## src/rtl/if_fetch.sv

```systemverilog
// ---------------------------------------------------------------------------
// if_fetch -- RV32I instruction fetch stage.
//
// Fetches each 32-bit instruction as four little-endian bytes over the
// byte-wide unified memory port, assembles the word and hands it, together
// with its PC, to decode through a valid/stall output register. Handles
// decode back-pressure, memory port arbitration and branch/jump redirects.
//
// Ports:
//   clk              system clock, rising edge
//   rst              synchronous active-high reset
//   stall_i          decode cannot accept; output register holds
//   branch_flag_i    redirect request from execute
//   branch_target_i  redirect PC
//   mem_ready_i      arbiter grants the memory port this cycle
//   mem_din_i        read byte for the address accepted last cycle
//   mem_a_o          byte address (combinational from registers)
//   mem_wr_o         always 0, the fetch port only reads
//   if_pc_o          PC of the presented instruction
//   if_inst_o        assembled instruction
//   if_valid_o       if_pc_o/if_inst_o hold an unconsumed instruction
// ---------------------------------------------------------------------------
module if_fetch #(
  parameter logic [31:0] RESET_PC = 32'h0000_0000
) (
  input  logic        clk,
  input  logic        rst,
  input  logic        stall_i,
  input  logic        branch_flag_i,
  input  logic [31:0] branch_target_i,
  input  logic        mem_ready_i,
  input  logic [7:0]  mem_din_i,
  output logic [31:0] mem_a_o,
  output logic        mem_wr_o,
  output logic [31:0] if_pc_o,
  output logic [31:0] if_inst_o,
  output logic        if_valid_o
);

  typedef enum logic [1:0] {
    S_FETCH = 2'd0,
    S_DRAIN = 2'd1,
    S_FULL  = 2'd2
  } state_e;

  state_e          state_q, state_d;
  logic [31:0]     fpc_q, fpc_d;
  logic [1:0]      idx_q, idx_d;
  logic            pend_q, pend_d;
  logic [1:0]      pidx_q, pidx_d;
  logic [3:0][7:0] b_q, b_d;
  logic            valid_q, valid_d;
  logic [31:0]     pc_q, pc_d;
  logic [31:0]     inst_q, inst_d;

  logic            load_s;
  logic [31:0]     load_inst_s;

  // In DRAIN/FULL the port idles on the last byte's address.
  assign mem_a_o    = (state_q == S_FETCH) ? (fpc_q + {30'd0, idx_q}) : (fpc_q + 32'd3);
  assign mem_wr_o   = 1'b0;
  assign if_pc_o    = pc_q;
  assign if_inst_o  = inst_q;
  assign if_valid_o = valid_q;

  // Next-state and output-register logic.
  always_comb begin
    state_d     = state_q;
    fpc_d       = fpc_q;
    idx_d       = idx_q;
    pend_d      = 1'b0;
    pidx_d      = pidx_q;
    b_d         = b_q;
    valid_d     = valid_q;
    pc_d        = pc_q;
    inst_d      = inst_q;
    load_s      = 1'b0;
    load_inst_s = inst_q;

    if (branch_flag_i) begin
      // Redirect: the in-flight byte is dropped and no load happens.
      fpc_d   = branch_target_i;
      idx_d   = 2'd0;
      pend_d  = 1'b0;
      state_d = S_FETCH;
      valid_d = 1'b0;
    end else begin
      if (pend_q) begin
        b_d[pidx_q] = mem_din_i;
      end else begin
        b_d = b_q;
      end

      case (state_q)
        S_FETCH: begin
          if (mem_ready_i) begin
            pend_d = 1'b1;
            pidx_d = idx_q;
            idx_d  = idx_q + 2'd1;
            if (idx_q == 2'd3) begin
              state_d = S_DRAIN;
            end else begin
              state_d = S_FETCH;
            end
          end else begin
            pend_d = 1'b0;
          end
        end
        S_DRAIN: begin
          // Byte 3 is on mem_din_i now; bypass it straight into the output.
          if (!valid_q || !stall_i) begin
            load_s      = 1'b1;
            load_inst_s = {mem_din_i, b_q[2], b_q[1], b_q[0]};
            state_d     = S_FETCH;
          end else begin
            state_d = S_FULL;
          end
        end
        S_FULL: begin
          if (!stall_i) begin
            load_s      = 1'b1;
            load_inst_s = b_q;
            state_d     = S_FETCH;
          end else begin
            state_d = S_FULL;
          end
        end
        default: begin
          state_d = S_FETCH;
          idx_d   = 2'd0;
        end
      endcase

      if (load_s) begin
        valid_d = 1'b1;
        pc_d    = fpc_q;
        inst_d  = load_inst_s;
        fpc_d   = fpc_q + 32'd4;
        idx_d   = 2'd0;
      end else if (valid_q && !stall_i) begin
        valid_d = 1'b0;
      end else begin
        valid_d = valid_q;
      end
    end
  end

  // State register with synchronous reset.
  always_ff @(posedge clk) begin
    if (rst) begin
      state_q <= S_FETCH;
      fpc_q   <= RESET_PC;
      idx_q   <= 2'd0;
      pend_q  <= 1'b0;
      pidx_q  <= 2'd0;
      b_q     <= '0;
      valid_q <= 1'b0;
      pc_q    <= 32'd0;
      inst_q  <= 32'd0;
    end else begin
      state_q <= state_d;
      fpc_q   <= fpc_d;
      idx_q   <= idx_d;
      pend_q  <= pend_d;
      pidx_q  <= pidx_d;
      b_q     <= b_d;
      valid_q <= valid_d;
      pc_q    <= pc_d;
      inst_q  <= inst_d;
    end
  end

endmodule

```

## config.mk

```make
export PLATFORM = sky130hd
export DESIGN_NAME = if_fetch
export DESIGN_NICKNAME = d
export VERILOG_FILES = /design/src/rtl/if_fetch.sv
export SDC_FILE = /design/constraint.sdc
export NUM_CORES = 1
export LEC_CHECK = 0
export ABC_AREA = 1
export BUFFER_PORTS_ARGS = -buffer_cell sky130_fd_sc_hd__buf_2
export CAP_MARGIN = 10
export CORE_ASPECT_RATIO = 0.7
export CORE_UTILIZATION = 26
export CTS_BUF_LIST = sky130_fd_sc_hd__clkbuf_16
export CTS_CLUSTER_SIZE = 14
export DETAILED_ROUTE_END_ITERATION = 8
export SYNTH_ARGS = -nofsm -noshare
export SYNTH_HDL_FRONTEND = slang
export SYNTH_SLANG_ARGS = --single-unit
export TNS_END_PERCENT = 50
```

## constraint.sdc

```tcl
create_clock -name clk -period 2.5 [get_ports clk]
set_clock_uncertainty 0.1 [all_clocks]
set_input_delay 0.125 -clock clk [delete_from_list [all_inputs] [get_ports clk]]
set_output_delay 0.125 -clock clk [all_outputs]
set_load 0.01 [all_outputs]
```

==> results.py <==
metrics = {
    "setup_path": {
        "endpoint_kind": "output pin",
        "critPathKind": "flop to output pin",
        "path_common_cell": "ha_4",
        "max_stage_delay_ns": 0.38,
        "cp_max_fo": 3,
        "cp.arrival_ns": 2.24,
        "crit_path_cell_trace": "inv_2 -> ha_4 -> nand2_2 -> ha_4 -> fa_2 -> buf_4 -> xor2_1 -> buf_2",
        "slowest_stage": "fa_2",
        "cp-start-kind": "flop",
        "cp.required_ns": 2.28,
    },
    "global_route": {
        "grt_use_met1_pct": 26.3,
        "antenna_found_initial": 0,
        "overflow": 0,
        "use_met3_pct": 4.74,
        "grt_pass1_wl_um": 34600,
        "grt.busiest_layer": "met1",
        "grt_pass1_vias": 6137,
        "met2_usage_pct": 24.2,
        "grtUsageTotal_pct": 17.6,
        "grt_max_degree": 62,
    },
    "run_status": {
        "status": "completed",
    },
    "clock_tree": {
        "htreeDepth": 4,
        "cts_max_path_buffers": 2,
        "clk_pin_slew_ns": 0.07,
        "cts_tree": "done",
        "clock-sinks": 136,
        "clk_latency_ns": 0.42,
        "cts_buffers": 17,
        "root_buffer": "clkbuf_16",
    },
    "power": {
        "power_mw": 5.47,
        "p_switching_mw": 1.39,
        "power.leakage_nw": 4.02,
        "p_per_area_mw_per_mm2": 617,
        "intPower_mw": 4.08,
        "clkPwrFrac_pct": 50.9,
        "peakVddDrop_uv": 485,
        "seqPwrFrac_pct": 41.4,
        "swShare_pct": 25.3,
        "combPwrFrac_pct": 7.7,
    },
    "drt": {
        "drt_iter0_drc": 557,
        "via_per_inst": 4.63,
        "ant_nets": 0,
        "dr.pass1.iters": 6,
        "vias": 6776,
        "wl_per_cell_um": 15.5,
        "wl_um": 22700,
        "drc_errors": 0,
    },
    "sta": {
        "rsz0062_at_grt": "yes",
        "fin_crit_ns": 2.46,
        "setup_violations": 0,
        "maxSlewViolCount": 0,
        "period_share_pct": 98.6,
        "fmax_ghz": 0.406,
        "tightestPinTransition_ns": 0.501,
        "setup_slack_ns": 0.0354,
        "relSlewSlack_pct": 66.5,
        "final_hold_viol_count": 0,
    },
    "logic_synthesis": {
        "yosysTopAreaCell": "dfxtp_1",
        "syn_nets": 990,
        "synth_edf_count": 0,
        "synth_area_mm2": 0.00650,
        "yosysMostFrequentCell": "nor2_1",
        "synth.distinct_cells": 37,
        "yosysSeqAreaShare_pct": 41.9,
        "synth_top_area_share_pct": 41.9,
        "ys_top_cells_by_count": "nor2_1, nand2_1, dfxtp_1",
        "synth_area_leaders": "dfxtp_1, nor2_1, nand2_1, o21ai_0, inv_1",
        "yosys_register_bits": 136,
        "async_flop_share_pct": 0,
        "ys_warn_count": 0,
        "synthCells": 936,
        "synth_flop_cell": "dfxtp_1",
        "syn_avg_cell_area_um2": 6.95,
    },
    "placed_design": {
        "placedInstanceArea_mm2": 0.00760,
        "gp_congestion": 0.860,
        "hpwl_um": 16300,
        "portBuffers": 141,
        "dpl_worst_slack_ns": 0.224,
    },
    "flow_run": {
        "drv_cap": 0,
    },
    "finish": {
        "area_growth_pct": 36.3,
        "design_area_mm2": 0.00886,
        "num-fill-cells": 2639,
        "layout-drive-gt1-share_pct": 22.9,
        "antenna_cells": 0,
        "seq_area_mm2": 0.00273,
        "layout.nets": 1178,
        "multiInputGateArea_mm2": 0.00339,
    },
    "floorplan": {
        "initial_core_util_pct": 26.4,
        "ios": 143,
        "die_area_mm2": 0.0257,
        "die_x_um": 191,
        "fp.coreArea_mm2": 0.0246,
        "rows": 48,
        "die_height_um": 134,
    },
    "min_path": {
        "hp-class": "input port to flop",
    },
}
through the flow:
step	hold WS (ns)	util (%)	instances	setup TNS, ns
3_5_place_dp	0.260	30.9	1383	0
5_1_grt	0.0329	36.0	1462	-0.0570
3_3_place_gp	0.252	30.9	1383	0
2_1_floorplan	0.160	-	936	0
6_report	0.0141	36.0	1462	0
4_1_cts	0.00210	35.5	1458	-0.00514
layout by cell type (no fill, tap or decap), types with 5 or more instances in the layout:
master         netlist  final
nor2_1             193    182
xnor2_1              6      6
a21oi_1             53     52
dfxtp_2              0      7
buf_4                7     26
o21ai_0            102     97
nor2_2               2     11
ha_1                 8      5
xor2_1              28     27
inv_1               76     71
a31oi_1             13     13
nand2_1            182    177
nand3_1             43     41
clkbuf_16            0     17
o21ai_1              8     12
dlygate4sd3_1        0     39
buf_2               16    141
dfxtp_1            136    129
inv_2                4      8
o21a_1              10     10
buf_6                1      5
power by group through the flow:
stage / combinational [mW] / sequential (mW) / clock, mW
final: 0.420 / 2.26 / 2.78
after global routing: 0.461 / 2.27 / 2.93
after CTS: 0.413 / 2.26 / 2.84
after detailed placement: 0.357 / 2.31 / 0
after global placement: 0.356 / 2.31 / 0
after floorplan: 0.205 / 2.28 / 0
metal layers:
metal	vias up	wire [µm]
met2	247	9140
li1	3384	-
met5	-	0
met3	18	1830
met4	0	238
met1	3127	11400
state kept, by name, summed over array words and instances (netlist names):
register    cells
b_q            32
if_inst_o      32
if_valid_o      1
pidx_q          2
pend_q          1
idx_q           2
if_pc_o        32
fpc_q          32
state_q         2
area by class of cell:
cell class | count | share of cell area [%]
clock buffer | 17 | 4.80
clock inverter | 15 | 2.43
sequential | 136 | 30.8
multi-input combinational | 675 | 38.2
inverter | 81 | 3.49
tap | 325 | 4.59
timing repair buffer | 213 | 15.7
worst paths after layout:
check / cells past startpoint / slack, ns / start / endpoint
setup / recovery: 8 / 0.04 / state_q[0] / mem_a_o[2]
hold / removal: 7 / 0.01 / branch_target_i[27] / fpc_q[27]
setup reg to reg: 12 / 0.48 / state_q[0] / fpc_q[21]
hold reg to reg: 2 / 0.35 / b_q[20] / b_q[20]
worst max-delay path, delay by kind of cell, from the launching register on:
kind	cells	cell delay [ns]
xor+xnor	1	0.27
fa+ha+maj	3	0.70
buf+inv	3	0.44
flops	1	0.33
simple gates	1	0.07
timing repair:
item / 4_1_cts / 5_1_grt
setup endpoints to repair: 29 / 27
buffers inserted: 4 / 4
resized for setup: 27 / 28
pin swaps: 4 / 6
hold buffers: 39 / 0
hold endpoints to repair: 65 / 0
cells by family (layout without fill, tap and decap cells):
| kind of cell | count (synthesis) | after routing | share of synthesized area [%] |
|---|---|---|---|
| and+or+nand+nor | 441 | 441 | 27.9 |
| AOI/OAI and AO/OA | 190 | 190 | 15.6 |
| DFF | 136 | 136 | 41.9 |
| buffers and inverters | 125 | 326 | 8.12 |
| xor gates and xnor gates | 34 | 34 | 4.58 |
| adders and majority gates | 9 | 9 | 1.85 |
| other | 1 | 1 | 0.0577 |
(Power assumes the default switching activity.)
